**config.mk**
```make
export PLATFORM = sky130hd
export DESIGN_NAME = pipelined_csel_sub32_flat
export DESIGN_NICKNAME = d
export VERILOG_FILES = /design/src/rtl/pipelined_csel_sub32_if.sv /design/src/rtl/pipelined_csel_sub32.sv /design/src/flat_wrapper.sv
export SDC_FILE = /design/constraint.sdc
export NUM_CORES = 1
export LEC_CHECK = 0
export ABC_CLOCK_PERIOD_IN_PS = 1700
export CORE_MARGIN = 5
export CORE_UTILIZATION = 48
export DETAILED_ROUTE_END_ITERATION = 12
export PLACE_DENSITY = 0.77
export SYNTH_ARGS = -nofsm -noshare
export SYNTH_HDL_FRONTEND = slang
export SYNTH_SLANG_ARGS = --single-unit
```
**constraint.sdc**
```tcl
create_clock -name clk -period 1.7 [get_ports clk]
set_input_delay 0.425 -clock clk [delete_from_list [all_inputs] [get_ports clk]]
set_output_delay 0.425 -clock clk [all_outputs]
set_load 0.02 [all_outputs]
```
**src/rtl/pipelined_csel_sub32_if.sv**
```systemverilog
// Handshake and operand/result bundle for the pipelined 32-bit subtractor.
// The slave modport is the subtractor; the master modport is its user,
// which both sources operands and consumes results.
interface pipelined_csel_sub32_if;
    // operand side
    logic        in_valid;
    logic        in_ready;
    logic [31:0] a;
    logic [31:0] b;
    logic        bin;
    // result side
    logic        out_valid;
    logic        out_ready;
    logic [31:0] diff;
    logic        bout;
    logic        of;

    modport slave (
        input  in_valid, a, b, bin, out_ready,
        output in_ready, out_valid, diff, bout, of
    );

    modport master (
        output in_valid, a, b, bin, out_ready,
        input  in_ready, out_valid, diff, bout, of
    );
endinterface

```
**src/rtl/pipelined_csel_sub32.sv**
```systemverilog
// Two-stage 32-bit carry-select subtractor: diff = a - b - bin.
// Stage 1 resolves the low half and precomputes both upper-half candidates;
// stage 2 picks the candidate with the low-half carry and forms the flags.
// Subtraction is a + ~b + ~bin, so a carry out means "no borrow".
module pipelined_csel_sub32 (
    input logic                    clk,
    input logic                    rst_n,
    pipelined_csel_sub32_if.slave  bus
);

    // stage 1 state
    logic        s1_valid;
    logic [15:0] s1_lo;
    logic        s1_c16;
    logic [16:0] s1_u0;
    logic [16:0] s1_u1;
    logic        s1_a31;
    logic        s1_b31;

    // stage 2 state (drives the result side directly)
    logic        s2_valid;
    logic [31:0] s2_diff;
    logic        s2_bout;
    logic        s2_of;

    // combinational stage results
    logic [16:0] lo_sum;
    logic [16:0] u0_sum;
    logic [16:0] u1_sum;
    logic [16:0] sel;
    logic [31:0] diff_next;
    logic        bout_next;
    logic        of_next;

    logic in_xfer;
    logic s1_adv;
    logic out_xfer;

    assign s1_adv   = s1_valid && (!s2_valid || bus.out_ready);
    assign out_xfer = s2_valid && bus.out_ready;
    // in_ready may look through to out_ready; this is the only
    // combinational input-to-output path in the block.
    assign bus.in_ready = !s1_valid || s1_adv;
    assign in_xfer      = bus.in_valid && bus.in_ready;

    // Stage 1 arithmetic: low half with the borrow-in, both upper candidates.
    always_comb begin
        // NOTE: every always_comb output gets a default first so no path can leave it unassigned and infer a latch.
        lo_sum = '0;
        u0_sum = '0;
        u1_sum = '0;
        lo_sum = {1'b0, bus.a[15:0]} + {1'b0, ~bus.b[15:0]} + {16'b0, ~bus.bin};
        u0_sum = {1'b0, bus.a[31:16]} + {1'b0, ~bus.b[31:16]};
        u1_sum = {1'b0, bus.a[31:16]} + {1'b0, ~bus.b[31:16]} + 17'd1;
    end

    // Stage 2 arithmetic: select the upper half by the low-half carry, not bin.
    always_comb begin
        sel       = s1_c16 ? s1_u1 : s1_u0;
        diff_next = {sel[15:0], s1_lo};
        bout_next = ~sel[16];
        of_next   = (s1_a31 != s1_b31) && (sel[15] != s1_a31);
    end

    // Stage 1 register: capture on input transfer, empty when it advances.
    always_ff @(posedge clk or negedge rst_n) begin
        if (!rst_n) begin
            // NOTE: datapath registers are reset too, because the result outputs must read zero out of reset.
            s1_valid <= 1'b0;
            s1_lo    <= '0;
            s1_c16   <= 1'b0;
            s1_u0    <= '0;
            s1_u1    <= '0;
            s1_a31   <= 1'b0;
            s1_b31   <= 1'b0;
        end else begin
            // NOTE: non-blocking assignments so both stages sample pre-edge values in the same clock.
            if (in_xfer) begin
                s1_valid <= 1'b1;
                s1_lo    <= lo_sum[15:0];
                s1_c16   <= lo_sum[16];
                s1_u0    <= u0_sum;
                s1_u1    <= u1_sum;
                s1_a31   <= bus.a[31];
                s1_b31   <= bus.b[31];
            end else if (s1_adv) begin
                s1_valid <= 1'b0;
            end
        end
    end

    // Stage 2 register: load on advance, drop valid after an unreplaced transfer.
    always_ff @(posedge clk or negedge rst_n) begin
        if (!rst_n) begin
            s2_valid <= 1'b0;
            s2_diff  <= '0;
            s2_bout  <= 1'b0;
            s2_of    <= 1'b0;
        end else begin
            if (s1_adv) begin
                s2_valid <= 1'b1;
                s2_diff  <= diff_next;
                s2_bout  <= bout_next;
                s2_of    <= of_next;
            end else if (out_xfer) begin
                s2_valid <= 1'b0;
            end
        end
    end

    assign bus.out_valid = s2_valid;
    assign bus.diff      = s2_diff;
    assign bus.bout      = s2_bout;
    assign bus.of        = s2_of;

endmodule
```
**src/flat_wrapper.sv**
```systemverilog
// flat-port wrapper written by rule: the top's interface ports become plain ports
module pipelined_csel_sub32_flat 
  (clk, rst_n, bus_in_valid, bus_a, bus_b, bus_bin, bus_out_ready, bus_in_ready, bus_out_valid, bus_diff, bus_bout, bus_of);
  pipelined_csel_sub32_if bus_i ();
  input logic clk;
  input logic rst_n;
  input wire logic [$bits(bus_i.in_valid)-1:0] bus_in_valid;
  input wire logic [$bits(bus_i.a)-1:0] bus_a;
  input wire logic [$bits(bus_i.b)-1:0] bus_b;
  input wire logic [$bits(bus_i.bin)-1:0] bus_bin;
  input wire logic [$bits(bus_i.out_ready)-1:0] bus_out_ready;
  output wire logic [$bits(bus_i.in_ready)-1:0] bus_in_ready;
  output wire logic [$bits(bus_i.out_valid)-1:0] bus_out_valid;
  output wire logic [$bits(bus_i.diff)-1:0] bus_diff;
  output wire logic [$bits(bus_i.bout)-1:0] bus_bout;
  output wire logic [$bits(bus_i.of)-1:0] bus_of;
  assign bus_i.in_valid = bus_in_valid;
  assign bus_i.a = bus_a;
  assign bus_i.b = bus_b;
  assign bus_i.bin = bus_bin;
  assign bus_i.out_ready = bus_out_ready;
  assign bus_in_ready = bus_i.in_ready;
  assign bus_out_valid = bus_i.out_valid;
  assign bus_diff = bus_i.diff;
  assign bus_bout = bus_i.bout;
  assign bus_of = bus_i.of;
  pipelined_csel_sub32 u_core (.clk(clk), .rst_n(rst_n), .bus(bus_i));
endmodule
```
# After elaboration in Yosys (flattened, before gate mapping)
# Cells that the tools add are included.
dict set report word_totals {
  elab_cells 36
  reg_bits 89
  in_bits 69
  output_inout_bits 36
}
dict set report op_classes {
  add_sub_neg 4
  n_mux 5
  n_eq_ne 2
  n_reduce_logical 10
  n_bitwise 4
}
# operator n
set ops {}
lappend ops {{$add 16x16->17} 2}
lappend ops {{$not 16->16} 2}
lappend ops {{$add 17x1->17} 1}
lappend ops {{$add 17x1->17 const B} 1}
lappend ops {{$mux 17} 1}
lappend ops {{$logic_and 1x1->1} 4}
lappend ops {{$mux 1} 4}
lappend ops {{$reduce_bool 2->1} 2}
lappend ops {{$logic_not 1->1} 2}
lappend ops {{$logic_or 1x1->1} 2}
lappend ops {{$ne 1x1->1} 2}
lappend ops {{$not 1->1} 2}

# Depth between registers and ports, before layout
dict set report logic_depth {
  word_depth 6
  depth_mapped 13
  mapped_depth_nobuf 12
}

# Worst setup path before layout
# No wires, ideal clock.
dict set report synth_timing {
  kind {input-to-reg}
  start {input bus_b[17]}
  end {register u_core.s1_u1[16]}
  slack_ns -1.211
  required_ns 1.567
  arrival_ns 2.778
  setup_time_ns 0.133
  path_stages 10
  path_buffers 0
  path_cell_list {inv_1 > ha_1 > a211o_1 > a2111oi_4 > a311oi_2 > nand4bb_4 > or3_4 > nor4_4 > and4_1 > o31ai_2}
}
dict set report synth_between {
  elab_chain_cells 3
}
# item line_no
set synth_lines {}
lappend synth_lines {{start: declaration} flat_wrapper.sv:9} ;# input wire logic [$bits(bus_i.b)-1:0] bus_b;
lappend synth_lines {{$not 16->16} pipelined_csel_sub32.sv:54} ;# u1_sum = {1'b0, bus.a[31:16]} + {1'b0, ~bus.b[31:16]} + 17'd1;
lappend synth_lines {{$add 16x16->17} pipelined_csel_sub32.sv:54}
lappend synth_lines {{$add 17x1->17} pipelined_csel_sub32.sv:54}
lappend synth_lines {{end signal: assignment} pipelined_csel_sub32.sv:83} ;# s1_u1 <= u1_sum;
lappend synth_lines {{end: declaration} pipelined_csel_sub32.sv:16} ;# logic [16:0] s1_u1;
# No other way between the ends.
# A chain may end at the register's enable or synchronous reset.

# Worst setup path in the final report
dict set report layout_timing {
  start {input bus_b[16]}
  end {register u_core.s1_u1[16]}
}
# Same word-level chain as after synthesis.

==> run metrics <==
status finished, violations left; failing checks negative setup slack; CTS clk-pin slew, worst paths around 70 ps; final routed DRC violation total 0; Num CTS Buffers 9; MaxCap Viol Count 0; WHS ~14 ps; Ys Warns 0; # diodes 0; initial antenna violation count 0; area of the multi-input gates between 4000 and 5000 µm²; total length of routed wires ~22000 µm; clock sinks around 90; Seq cells post-synth about 90; VDD IR max around 0.80 mV; layout cell share with drive strength beyond 1 0.467; number of fill cells 561; P per Cell Area a little under 1000 nW/µm²; initial drt markers roughly 520; pre-CTS setup slack -1840 ps; final core area utilization 0.826; Synth Net Count between 600 and 700; WL per Instance ~22 µm; Die Wd ~120 µm; final worst slack -1250 ps; io pins around 110; r2r worst-path depth 7; DP HPWL 11500 µm; CP Cell Sequence buf_8, inv_12, ha_4, inv_2, fa_2, nor2b_4, o31a_1, buf_6, buf_6, o211ai_1, a21oi_2, o211ai_1, buf_4, nor4_4, a31oi_1, o31ai_2; Worst R2R End u_core.s1_lo[11]$_DFFE_PN0P_; Worst Tran Pin Value roughly 420 ps; RSZ-0062 raised after global routing yes; Final Non-Filler Cells 982; placed cells about 920; Startpoint Class input port; Worst EP arrival about 3200 ps; Critical R2R Launch u_core.bus.out_valid$_DFFE_PN0P_; row count 39; Worst Hold Class in2async; flop-to-flop setup slack about 40 ps; PortBufs 104; pin count of the biggest net entering global routing 37; Total GRT Usage 0.265; routability cong. 0.913; Critical Path Slowest Stage Cell fa_2; core footprint about 11000 µm²; synthesized area per cell about 9.6 µm²; Buf/Inv on CP 6; Fin. Hold Viols 0; 1st-pass router iterations 5; post-synthesis instance area approximately 5600 µm²; Die Ht about 120 µm; Clk Latency, worst-skew pair roughly 350 ps; family with the most delay on the worst path compound AO/OA/AOI/OAI gates; DIE AREA about 14000 µm²; final slew viol count 0; Clock Tree Buf Depth 2; first-pass GRT wire length between 30000 and 40000 µm; Critical Path RT about 2000 ps; CTS tree built; Slew Limit Headroom 0.720; FMAX between 300 and 400 MHz; clock period minus worst slack a little under 3000 ps; post-route antenna net violation count 0; crit end category flip-flop; DR vias/cell 6.14; vias in the first global route around 5.9k; Vias between 6k and 7k; total power a little over 9000 µW; post-synthesis sequential area ratio 0.398; Seq. cell area approximately 2200 µm²; Lkg Pwr between 0.004 and 0.005 µW; Cells after Synth about 580; critical path type in2reg; Post-synth EDFFs 0; H-tree depth 3; fin crit share 1.73; Initial Util 0.490; clock skew roughly 11 ps; Nets roughly 940; Area growth syn-to-layout 68.4%; CP Max Fanout 5; ys flop type dfrtp_1; GRT overflow 0; Yosys cell types 67; async set-reset flop share out of synthesis 1.00; CP peak stage delay roughly 360 ps; final-report setup violation count 43; Root Driver clkbuf_16
[sequential cells by signal (all words and copies together) (netlist names), 16 cells and up]
name and count:
u_core.bus.diff 32, u_core.s1_lo 16, u_core.s1_u0 17, u_core.s1_u1 17
[cells in the final DEF (no fill, tap or decap), types with 16 or more instances in the layout]
master | netlist | layout
ha_4 | 0 | 18
mux2i_1 | 20 | 19
o21ai_2 | 0 | 16
clkdlybuf4s50_1 | 0 | 27
o21ai_0 | 56 | 23
inv_1 | 51 | 30
buf_4 | 0 | 117
dlygate4sd2_1 | 0 | 52
buf_6 | 3 | 43
inv_2 | 0 | 18
dfrtp_1 | 89 | 89
nand2_1 | 67 | 61
mux2_2 | 31 | 28
o21ai_1 | 3 | 18
[worst reg2reg max path, stage by stage, from the launching register on]
cell	delay (ps)
dfrtp_1	400
nand3b_1	170
buf_4	170
nand2_4	90
buf_12	180
nor4b_1	360
a21oi_1	100
o311ai_1	100
[how the worst max path moves through the flow]
| stage | slack [ps] | depth (start not counted) | end | startpoint |
|---|---|---|---|---|
| 2_1_floorplan | -1050 | 13 | u_core.s1_u1[16]$_DFFE_PN0P_ | bus_b[16] |
| 3_3_place_gp | -1750 | 14 | u_core.s1_u1[16]$_DFFE_PN0P_ | bus_b[16] |
| 3_5_place_dp | -1840 | 13 | u_core.s1_u1[16]$_DFFE_PN0P_ | bus_b[16] |
| 4_1_cts | -970 | 11 | u_core.s1_c16$_DFFE_PN0P_ | bus_a[0] |
| 5_1_grt | -1300 | 16 | u_core.s1_u1[16]$_DFFE_PN0P_ | bus_b[16] |
| 6_report | -1250 | 16 | u_core.s1_u1[16]$_DFFE_PN0P_ | bus_b[16] |
[synth_stat cells (3+ instances only)]
cell      instances  share of area
o21ai_1           3         0.0027
or2_2             3         0.0034
mux2_2           31          0.062
nor2_1           17          0.011
o211ai_1          8          0.011
xor2_1           11          0.017
a31oi_1           7         0.0078
and3_1            4         0.0045
a211oi_1          3         0.0040
o31a_1            3         0.0047
o21ai_0          56          0.050
o31ai_1           6         0.0080
buf_6             3         0.0060
a211o_1           3         0.0047
nand3_1          10         0.0089
nand4_1           4         0.0045
a21oi_1          23          0.021
a21o_1            9          0.012
nand2_1          67          0.045
nand3b_1          4         0.0054
nand2b_1          6         0.0067
fa_1              3          0.011
and4_1            3         0.0047
or4_1             3         0.0040
mux2i_1          20          0.036
clkbuf_1         15          0.010
o21bai_1          4         0.0054
nor2b_1           3         0.0034
ha_1             32          0.072
dfrtp_1          89           0.40
nor3_1            5         0.0045
o21a_1            7         0.0094
buf_1             4         0.0027
inv_1            51          0.034
xnor2_1          18          0.028
nor3b_1           6         0.0080
[cell type report]
type / instances / area share
clock buffer: 11 / 0.0257
clock inverter: 5 / 0.00571
inverter: 51 / 0.0222
multi-input combinational: 418 / 0.437
sequential: 89 / 0.236
tap: 143 / 0.0190
timing repair buffer: 265 / 0.254
[where the power goes]
part | switching, µW | internal [µW]
clock network | 835 | 1180
registers | 380 | 2690
logic | 2210 | 2020
total | 3420 | 5880
[logic make-up after synthesis]
| group | after synthesis | synth area share |
|---|---|---|
| AOI/OAI and AO/OA | 154 | 0.181 |
| and+or+nand+nor | 149 | 0.141 |
| DFF | 89 | 0.398 |
| muxes | 51 | 0.0981 |
| xor gates and xnor gates | 29 | 0.0454 |
| buffers and inverters | 74 | 0.0547 |
| adders and majority gates | 35 | 0.0822 |
[stage by stage]
stage          area (µm²)  setup TNS (ps)
4_1_cts              9050          -18980
3_3_place_gp         7860          -58170
6_report             9430          -24710
5_1_grt              9430          -26930
3_5_place_dp         7860          -61660
2_1_floorplan        5810          -21230
[what timing repair did]
action                     in CTS  in global routing
gates resized for setup       304                 54
pin swaps                     104                 75
setup buffers                  28                 23
cloned                          1                  0
hold buffers                    0                  0
setup endpoints to repair      85                 41
[metal layers]
layer  up-vias  global-route usage  wire [µm]
li1       2575                   -          -
met1      2929               0.321       8040
met2       398               0.468      11000
met3       130              0.0432       1730
met4         0               0.103       1310
met5         -                   0          0
Note: power is estimated with default switching activity, not from simulation.
